**src/rtl/i2s_loopback_ctrl.sv**
```systemverilog
// Frame scheduler between the I2S RX and TX cores: assembles L/R pairs into a
// one-frame pending buffer and routes them per mode at each TX frame start.
module i2s_loopback_ctrl #(
  parameter int DATA_W         = 24,
  parameter int STARTUP_FRAMES = 4096,
  parameter int CNT_W          = 8
) (
  input  logic              clk_25m,
  input  logic              rst_n,
  input  logic              rx_left_valid,
  input  logic [DATA_W-1:0] rx_left_data,
  input  logic              rx_right_valid,
  input  logic [DATA_W-1:0] rx_right_data,
  input  logic              tx_frame_start,
  input  logic [1:0]        mode,
  input  logic              clr_stats,
  output logic [DATA_W-1:0] tx_left_data,
  output logic [DATA_W-1:0] tx_right_data,
  output logic              muted,
  output logic [CNT_W-1:0]  underrun_cnt,
  output logic [CNT_W-1:0]  overrun_cnt
);

  localparam int FC_W = (STARTUP_FRAMES > 1) ? $clog2(STARTUP_FRAMES) : 1;
  localparam logic [FC_W-1:0] FC_LAST = FC_W'(STARTUP_FRAMES - 1);

  localparam logic TOP_STARTUP = 1'b0;
  localparam logic TOP_RUN     = 1'b1;
  localparam logic ASM_WAIT_L  = 1'b0;
  localparam logic ASM_WAIT_R  = 1'b1;

  localparam logic [1:0] MODE_PASS = 2'b00;
  localparam logic [1:0] MODE_SWAP = 2'b01;
  localparam logic [1:0] MODE_MONO = 2'b10;
  localparam logic [1:0] MODE_MUTE = 2'b11;

  logic              top_q, top_d;
  logic [FC_W-1:0]   fc_q, fc_d;
  logic              asm_q, asm_d;
  logic [DATA_W-1:0] held_l_q, held_l_d;
  logic [DATA_W-1:0] pend_l_q, pend_l_d;
  logic [DATA_W-1:0] pend_r_q, pend_r_d;
  logic              pend_v_q, pend_v_d;
  logic [DATA_W-1:0] tx_l_q, tx_l_d;
  logic [DATA_W-1:0] tx_r_q, tx_r_d;
  logic              muted_q, muted_d;
  logic [CNT_W-1:0]  und_q, und_d;
  logic [CNT_W-1:0]  ovr_q, ovr_d;

  logic              frame_done;
  logic              src_valid;
  logic [DATA_W-1:0] src_l, src_r;
  logic              und_inc, ovr_inc;

  always_comb begin
    top_d      = top_q;
    fc_d       = fc_q;
    asm_d      = asm_q;
    held_l_d   = held_l_q;
    pend_l_d   = pend_l_q;
    pend_r_d   = pend_r_q;
    pend_v_d   = pend_v_q;
    tx_l_d     = tx_l_q;
    tx_r_d     = tx_r_q;
    muted_d    = muted_q;
    frame_done = 1'b0;
    und_inc    = 1'b0;
    ovr_inc    = 1'b0;

    // A simultaneous right pulse is dropped in favour of the left one.
    if (rx_left_valid) begin
      held_l_d = rx_left_data;
      asm_d    = ASM_WAIT_R;
    end else if (rx_right_valid && asm_q == ASM_WAIT_R) begin
      frame_done = 1'b1;
      asm_d      = ASM_WAIT_L;
    end

    // A frame completing on the frame-start cycle bypasses the pending buffer.
    src_valid = frame_done | pend_v_q;
    src_l     = frame_done ? held_l_q      : pend_l_q;
    src_r     = frame_done ? rx_right_data : pend_r_q;

    if (tx_frame_start) begin
      pend_v_d = 1'b0;
      if (top_q == TOP_STARTUP) begin
        tx_l_d = '0;
        tx_r_d = '0;
        if (fc_q == FC_LAST) begin
          top_d   = TOP_RUN;
          muted_d = (mode == MODE_MUTE);
        end else begin
          fc_d    = fc_q + 1'b1;
          muted_d = 1'b1;
        end
      end else begin
        muted_d = (mode == MODE_MUTE);
        if (src_valid) begin
          case (mode)
            MODE_PASS: begin tx_l_d = src_l; tx_r_d = src_r; end
            MODE_SWAP: begin tx_l_d = src_r; tx_r_d = src_l; end
            MODE_MONO: begin tx_l_d = src_l; tx_r_d = src_l; end
            default:   begin tx_l_d = '0;    tx_r_d = '0;    end
          endcase
        end else begin
          und_inc = 1'b1;
        end
      end
    end else if (frame_done) begin
      ovr_inc  = pend_v_q;
      pend_l_d = held_l_q;
      pend_r_d = rx_right_data;
      pend_v_d = 1'b1;
    end

    if (clr_stats)                  und_d = '0;
    else if (und_inc && und_q != '1) und_d = und_q + 1'b1;
    else                            und_d = und_q;

    if (clr_stats)                  ovr_d = '0;
    else if (ovr_inc && ovr_q != '1) ovr_d = ovr_q + 1'b1;
    else                            ovr_d = ovr_q;
  end

  always_ff @(posedge clk_25m or negedge rst_n) begin
    if (!rst_n) begin
      top_q    <= (STARTUP_FRAMES == 0) ? TOP_RUN : TOP_STARTUP;
      fc_q     <= '0;
      asm_q    <= ASM_WAIT_L;
      held_l_q <= '0;
      pend_l_q <= '0;
      pend_r_q <= '0;
      pend_v_q <= 1'b0;
      tx_l_q   <= '0;
      tx_r_q   <= '0;
      muted_q  <= (STARTUP_FRAMES != 0);
      und_q    <= '0;
      ovr_q    <= '0;
    end else begin
      top_q    <= top_d;
      fc_q     <= fc_d;
      asm_q    <= asm_d;
      held_l_q <= held_l_d;
      pend_l_q <= pend_l_d;
      pend_r_q <= pend_r_d;
      pend_v_q <= pend_v_d;
      tx_l_q   <= tx_l_d;
      tx_r_q   <= tx_r_d;
      muted_q  <= muted_d;
      und_q    <= und_d;
      ovr_q    <= ovr_d;
    end
  end

  assign tx_left_data  = tx_l_q;
  assign tx_right_data = tx_r_q;
  assign muted         = muted_q;
  assign underrun_cnt  = und_q;
  assign overrun_cnt   = ovr_q;

endmodule

```
**config.mk**
```make
export PLATFORM = sky130hd
export DESIGN_NAME = i2s_loopback_ctrl
export DESIGN_NICKNAME = d
export VERILOG_FILES = /design/src/rtl/i2s_loopback_ctrl.sv
export SDC_FILE = /design/constraint.sdc
export NUM_CORES = 1
export LEC_CHECK = 0
export BUFFER_PORTS_ARGS = -buffer_cell sky130_fd_sc_hd__buf_2
export CORE_MARGIN = 2
export CORE_UTILIZATION = 50
export DETAILED_ROUTE_END_ITERATION = 12
export PLACE_DENSITY_LB_ADDON = 0.05
export SLEW_MARGIN = 0
export SYNTH_ARGS = -nofsm -noshare
export SYNTH_HDL_FRONTEND = slang
export SYNTH_SLANG_ARGS = --single-unit
```
**constraint.sdc**
```tcl
create_clock -name clk_25m -period 1.6 [get_ports clk_25m]
set_input_delay 0.16 -clock clk_25m [delete_from_list [all_inputs] [get_ports clk_25m]]
set_output_delay 0.16 -clock clk_25m [all_outputs]
set_load 0.05 [all_outputs]
```
==> impl_metrics.csv, run 1 <==
group,metric,value,unit
drt,drc_errors,0,
power,power,12700,uW
synthesis,synthesis.instances,533,
synthesis,synth_enable_flop_cells,0,
timing,timing_worst_slew_pin_value,0.524,ns
synthesis,syn_area,6800,um2
power,share_comb_of_total_power,30.0,%
synthesis,yosys_warnings,0,
synthesis,flop_and_latch_count_out_of_synthesis,152,
layout,antenna_cells,0,
setup_path,worst-path-max-fanout,7,
synthesis,synth_xor_xnor_area_share,1.55,%
power,static-leakage-power,0.00453,uW
floorplanning,dieArea,14500,um2
place,routabilityCongestion,0.817,
timing,grt_setup_unrepaired,"true",
global_routing,grt_pass1_wl,28.4,mm
layout,stdcell_area,10100,um2
timing,final_period_minus_worst_setup_slack,1.62,ns
timing,report.final.slew_viol_count,0,
clocking,cts-buffers-inserted,17,
setup_path,worst_path_largest_cell_delay,0.38,ns
place,pre_cts_ws,-0.0252,ns
layout,leading_cell_types_in_the_layout_fill_and_taps_excluded,"sky130_fd_sc_hd__dfrtp_1, sky130_fd_sc_hd__buf_2, sky130_fd_sc_hd__mux2_2",
layout,finish.cell_count_without_fillers,938,
synthesis,synth_mux_area_share,19.8,%
drt,viasPerCell,5.77,
clocking,max-clock-path-buffers,2,
synthesis,synth_top_family_by_area,"multiplexers",
clocking,cts.sink_count,152,
timing,finalHoldViolations,0,
synthesis,syn-num-nets,596,
setup_path,critical_path.startpoint_type,"flop",
place,place_hpwl,11.2,mm
synthesis,synth_top_flop_cell,"sky130_fd_sc_hd__dfrtp_1",
setup_path,cp_data_required_time,1.91,ns
power,ir_drop,1.02,mV
drt,drt_wl_total,19.9,mm
synthesis,synth-simple-area-share,9.41,%
clocking,worstSkewPairLatency,0.42,ns
synthesis,synth_compound_gate_area_share,9.09,%
layout,layout_cells_sized_above_1,56.2,%
setup_path,cp_data_arrival_time,1.93,ns
layout,nets,813,
floorplanning,die_height,121,um
layout,num-fill-cells,854,
min_path,whs_path_depth,3,
place,detailed_place.area,7960,um2
setup_path,cp_common_cell,"sky130_fd_sc_hd__buf_4",
setup_path,critPathKind,"flop to flop",
drt,first_iter_violations,384,
setup_path,timing.critical_path.slowest_stage_cell,"sky130_fd_sc_hd__dfrtp_1",
floorplanning,start_util,51.3,%
drt,antenna_violating_nets_post_route,0,
clocking,cts-root-buf,"sky130_fd_sc_hd__clkbuf_16",
power,clkPwrFrac,29.4,%
global_routing,grt_pass1_vias,5581,
floorplanning,die_w,121,um
synthesis,ys_seq_area_share,56.0,%
floorplanning,floorplan.rows,42,
global_routing,grt_max_degree,50,
timing,max_freq,619,MHz
timing,min_period_over_period,101,%
timing,finalClockSkew,0.00728,ns
synthesis,postSynth.asyncResetShare,100,%
layout,syn_to_final_growth,48.0,%
setup_path,timing.critical_path.cells,"and3b_2 > buf_4 > nand2b_1 > buf_4 > mux2_2",
floorplanning,core_area,13200,um2
setup_path,reg2reg_depth,5,
power,power_report.internal_total,8120,uW
global_routing,grt_overflow,0,
status,status,"finished, violations left",
drt,post_drt_wl_per_cell,21.2,um
layout,layout.cells.most_common,"sky130_fd_sc_hd__dfrtp_1",
clocking,htreeDepth,4,
setup_path,endpoint_class_of_the_critical_path,"flop",
run,max_cap_viol_count,0,
drt,via_count,5414,
floorplanning,io_pins,121,
place,placement.io_buffers,120,
timing,setup_slack_of_the_critical_path_after_layout,-0.0164,ns
drt,dr.pass1.iters,5,
clocking,tritoncts,"built",
power,switching_power,4530,uW
timing,setup_viol_count_final,19,
min_path,worstHoldPathType,"input port to flop",
global_routing,grt_antenna_before_repair,0,
global_routing,globalRouteTotalUtil,25.2,%
place,placed_cells_incl_taps,837,
power,power_switching_share,35.8,%
power,seqPwrFrac,40.5,%
clocking,clk_transition_reported_paths,0.06,ns
timing,worst_slew_margin_rel,65.1,%
synthesis,synth_adder_area_share,1.29,%
synthesis,syn_avg_cell_area,12.8,um2
synthesis,count_of_different_cell_masters_after_synthesis,44,
power,cellPowerDensity,1260,nW/um2
status,violations,"setup timing",
-- logic make-up after synthesis --
group                    Yosys count
AO/OA/AOI/OAI                     77
adder cells (fa/ha/maj)            7
flip-flops                       152
buffers and inverters             38
multiplexers                     125
AND/OR/NAND/NOR                  122
XOR/XNOR                          12
-- worst max-delay path, delay by kind of cell, from the launching register on --
family                 cells  cell delay (ns)
buffers and inverters      2             0.37
flip-flops                 1             0.38
multiplexers               1             0.35
AND/OR/NAND/NOR            2             0.40
-- power by group through the flow --
| stage | clock network (uW) | registers (uW) | logic, uW |
|---|---|---|---|
| final | 3720 | 5130 | 3800 |
| after global routing | 3930 | 5200 | 4000 |
| after CTS | 3760 | 4950 | 3180 |
| after detailed placement | 0 | 5000 | 3030 |
| after global placement | 0 | 4980 | 2950 |
| after floorplan | 0 | 6070 | 1030 |
-- flip-flops by register name (all words and copies together) (netlist names) --
name	cells
fc_q	12
tx_right_data	24
held_l_q	24
pend_r_q	24
overrun_cnt	8
pend_l_q	24
pend_v_q	1
underrun_cnt	8
muted	1
asm_q	1
tx_left_data	24
top_q	1
-- cell type report --
type	count	area [um2]	share of cell area [%]
Inverter	6	22.5	0.224
Clock buffer	20	437	4.34
Tap cell	176	220	2.19
Timing Repair Buffer	229	1860	18.5
Clock inverter	11	103	1.02
Multi-Input combinational cell	344	3600	35.8
Sequential cell	152	3820	38.0
-- per-stage QoR --
step	setup TNS (ns)	hold WS (ns)	util [%]
global placement	0	0.144	60.1
global route	-3.78	0.0111	76.0
finish	-0.125	0.0301	76.0
CTS	0	0.00507	68.7
detailed placement	-0.118	0.143	60.1
floorplan	-0.0556	-0.136	-
-- final timing paths --
path / startpoint / slack [ns] / to
setup reg to reg: asm_q / -0.02 / pend_r_q[21]
setup / recovery: asm_q / -0.02 / pend_r_q[21]
max in group asynchronous: rst_n / 0.69 / muted
hold reg to reg: fc_q[6] / 0.47 / fc_q[6]
hold / removal: tx_frame_start / 0.03 / top_q
min in group asynchronous: rst_n / 0.26 / held_l_q[17]
-- Yosys cell counts, drive strengths merged, types with 2 or more instances --
library cell / count / area, um2
dfrtp: 151 / 3780
nor2b: 2 / 12.5
a21oi: 10 / 50.1
or4: 4 / 30.0
mux2i: 50 / 500
nand2: 61 / 229
xor2: 10 / 87.6
o2111ai: 2 / 17.5
nand2b: 3 / 18.8
ha: 7 / 87.6
o31ai: 5 / 37.5
mux2: 75 / 845
o211ai: 2 / 28.8
nand3b: 4 / 67.6
nor4: 3 / 33.8
clkbuf: 6 / 22.5
nand3: 10 / 50.1
buf: 26 / 153
xnor2: 2 / 17.5
nor3: 5 / 25.0
nand4: 5 / 31.3
o221ai: 49 / 429
o21ai: 5 / 25.0
and3b: 2 / 17.5
nor2: 13 / 51.3
inv: 6 / 22.5
or3: 5 / 31.3
-- repair_timing --
action                                  4_1_cts  5_1_grt
pin swaps                                     5       26
hold endpoints to repair                     89        0
cloned                                        2        9
setup buffers                                 4        7
hold buffers                                 48        0
endpoints found under the setup margin       35       89
gates resized for setup                       9      151
-- metal layers --
metal  GRT usage (%)  vias to the layer above  routed length (um)
li1                -                     2438                   -
met1            33.5                     2756                8480
met2            41.7                      186                9980
met3            6.04                       34                1030
met4            6.25                        0                 417
met5               0                        -                   0
Power figures use the tool's default switching activity.
==> run 2: changes to the inputs <==
- RECOVER_POWER: not set -> 100
==> run 2 against run 1 <==
Compared with the run above:
- the flow still finishes with violations (setup timing)
- die area unchanged
- non-clock buffer count unchanged
- core utilization decreased by 0.60 points
- final cell count unchanged
- worst hold slack got worse by 0.0044 ns
- critical path depth unchanged
- design area decreased by 0.78%
- sequential power about the same
- clock power about the same
- register-to-register slack about the same
- wire length increased by 0.33%
- largest power group unchanged
- highest routed layer unchanged
==> impl_metrics.csv, run 2 (synthesized netlist as in run 1, its figures left out) <==
group,metric,value,unit
clocking,clk_transition_reported_paths,0.06,ns
timing,max_freq,617,MHz
timing,tightest_hold_margin,0.0258,ns
clocking,max-clock-path-buffers,2,
place,placement.io_buffers,120,
setup_path,critical_path.reg2reg.endpoint,"pend_l_q[17]",
setup_path,endpoint_class_of_the_critical_path,"flop",
drt,viasPerCell,5.83,
drt,wirelength_met1,8.29,mm
setup_path,worst-path-max-fanout,7,
timing,final_period_minus_worst_setup_slack,1.62,ns
setup_path,timing.critical_path.depth,5,
setup_path,reg2reg_depth,5,
layout,syn_to_final_growth,46.9,%
setup_path,timing.critical_path.max_delay_family,"simple AND/OR/NAND/NOR gates",
timing,grt_setup_unrepaired,"true",
timing,setup_viol_count_final,18,
timing,min_period_over_period,101,%
global_routing,grt_pass1_vias,5581,
floorplanning,floorplan.rows,42,
place,routabilityCongestion,0.817,
place,pre_cts_ws,-0.0252,ns
setup_path,critPathKind,"flop to flop",
setup_path,timing.critical_path.cells,"and3b_2 > buf_4 > nand2b_1 > buf_4 > mux2_2",
floorplanning,io_pins,121,
setup_path,reg2reg_from,"asm_q",
drt,dr_wl_met3,1.24,mm
setup_path,cp_data_required_time,1.91,ns
timing,worst_slew_margin_rel,20.2,%
drt,routed.top_layer,"met4",
clocking,worstSkewPairLatency,0.43,ns
drt,via_count,5473,
clocking,htreeDepth,4,
place,place_hpwl,11.2,mm
drt,drc_errors,0,
floorplanning,dieArea,14500,um2
power,static-leakage-power,0.00437,uW
min_path,worstHoldPathType,"input port to flop",
global_routing,grt_max_degree,50,
setup_path,critical_path.startpoint_type,"flop",
power,cellPowerDensity,1260,nW/um2
setup_path,crit_end,"pend_l_q[17]",
timing,finalHoldViolations,0,
run,max_cap_viol_count,0,
drt,antenna_violating_nets_post_route,0,
timing,timing_worst_slew_pin_value,1.20,ns
setup_path,cp_common_cell,"sky130_fd_sc_hd__buf_4",
global_routing,grt_antenna_before_repair,0,
clocking,cts-buffers-inserted,17,
global_routing,grt_pass1_wl,28.4,mm
layout,layout_cells_sized_above_1,51.6,%
timing,report.final.slew_viol_count,0,
global_routing,grt_overflow,0,
layout,antenna_cells,0,
place,placed_cells_incl_taps,837,
clocking,cts-root-buf,"sky130_fd_sc_hd__clkbuf_16",
clocking,tritoncts,"built",
floorplanning,start_util,51.3,%
layout,layout.cells.most_common,"sky130_fd_sc_hd__dfrtp_1",
drt,dr.pass1.iters,5,
drt,first_iter_violations,381,
drt,route.met2.wl,10.0,mm
setup_path,cp.buffers_inverters,2,
floorplanning,core_area,13200,um2
layout,finish.cell_count_without_fillers,938,
setup_path,timing.critical_path.from,"asm_q",
status,status,"finished, violations left",
setup_path,ff2ff_setup_slack,-0.02,ns
clocking,cts.sink_count,152,
global_routing,globalRouteTotalUtil,25.2,%
drt,post_drt_wl_per_cell,21.3,um
setup_path,worst_path_largest_cell_delay,0.38,ns
status,violations,"setup timing",
setup_path,cp_data_arrival_time,1.93,ns
power,ir_drop,1.02,mV
floorplanning,die_w,121,um
layout,leading_cell_types_in_the_layout_fill_and_taps_excluded,"sky130_fd_sc_hd__dfrtp_1, sky130_fd_sc_hd__mux2_2, sky130_fd_sc_hd__buf_2",
timing,finalClockSkew,0.00935,ns
floorplanning,die_height,121,um
timing,setup_slack_of_the_critical_path_after_layout,-0.0203,ns
layout,nets,813,
setup_path,timing.critical_path.slowest_stage_cell,"sky130_fd_sc_hd__dfrtp_1",
drt,drt_wl_total,20.0,mm
==> run 2: changes by cell type in the layout (fill, tap and decap cells not counted), moves of 2 or more <==
| cell | delta |
|---|---|
| sky130_fd_sc_hd__nor2b_1 | +2 |
| sky130_fd_sc_hd__clkbuf_1 | +31 |
| sky130_fd_sc_hd__buf_4 | -7 |
| sky130_fd_sc_hd__nor2b_2 | -2 |
| sky130_fd_sc_hd__buf_2 | -65 |
| sky130_fd_sc_hd__clkbuf_4 | +4 |
| sky130_fd_sc_hd__buf_12 | -2 |
| sky130_fd_sc_hd__clkbuf_2 | +37 |
==> run 2: worst min path at each step <==
stage | start | to | slack [ns] | cells after the start
6_report | tx_frame_start | top_q | 0.03 | 3
5_1_grt | rx_right_data[23] | pend_r_q[23] | 0.01 | 2
3_5_place_dp | rst_n | underrun_cnt[2] | 0.14 | 1
4_1_cts | rx_right_data[14] | pend_r_q[14] | 0.005 | 2
3_3_place_gp | rst_n | underrun_cnt[1] | 0.14 | 1
2_1_floorplan | rst_n | asm_q | -0.14 | 0
==> run 2: per-layer routing <==
layer	vias up	GRT usage (%)
li1	2445	-
met5	-	0
met4	0	6.25
met1	2767	33.5
met2	220	41.7
met3	41	6.04
==> run 2: layout make-up <==
class	count	area [um2]
Clock buffer	20	437
Clock inverter	11	103
Fill cell	881	3260
Inverter	6	22.5
Multi-Input combinational cell	344	3590
Sequential cell	152	3820
Tap cell	176	220
Timing Repair Buffer	229	1790
==> run 2: where the power goes <==
group	total, uW	internal (uW)	switching (uW)
combinational	3730	1380	2360
clock	3730	2130	1600
sequential	5140	4550	593
==> run 2: metrics by stage <==
step	setup TNS, ns	power (uW)	utilization [%]	instance area [um2]
2_1_floorplan	-0.0556	7100	-	6850
3_3_place_gp	0	7930	60.1	7960
3_5_place_dp	-0.118	8040	60.1	7960
4_1_cts	0	11900	68.7	9090
5_1_grt	-4.52	13100	75.4	9980
6_report	-0.152	12600	75.4	9980
==> run 2: timing repair <==
action,4_1_cts,5_1_grt
hold buffers,48,0
endpoints found under the hold margin,89,0
setup buffers,4,7
pin swaps,5,26
resized for setup,9,151
gates cloned,2,9
endpoints found under the setup margin,35,89
==> run 2: worst register-to-register path: cells and delay by family, from the launching register on <==
family,cells,cell delay (ns)
mux,1,0.35
simple gates,2,0.41
flops,1,0.38
buf+inv,2,0.36
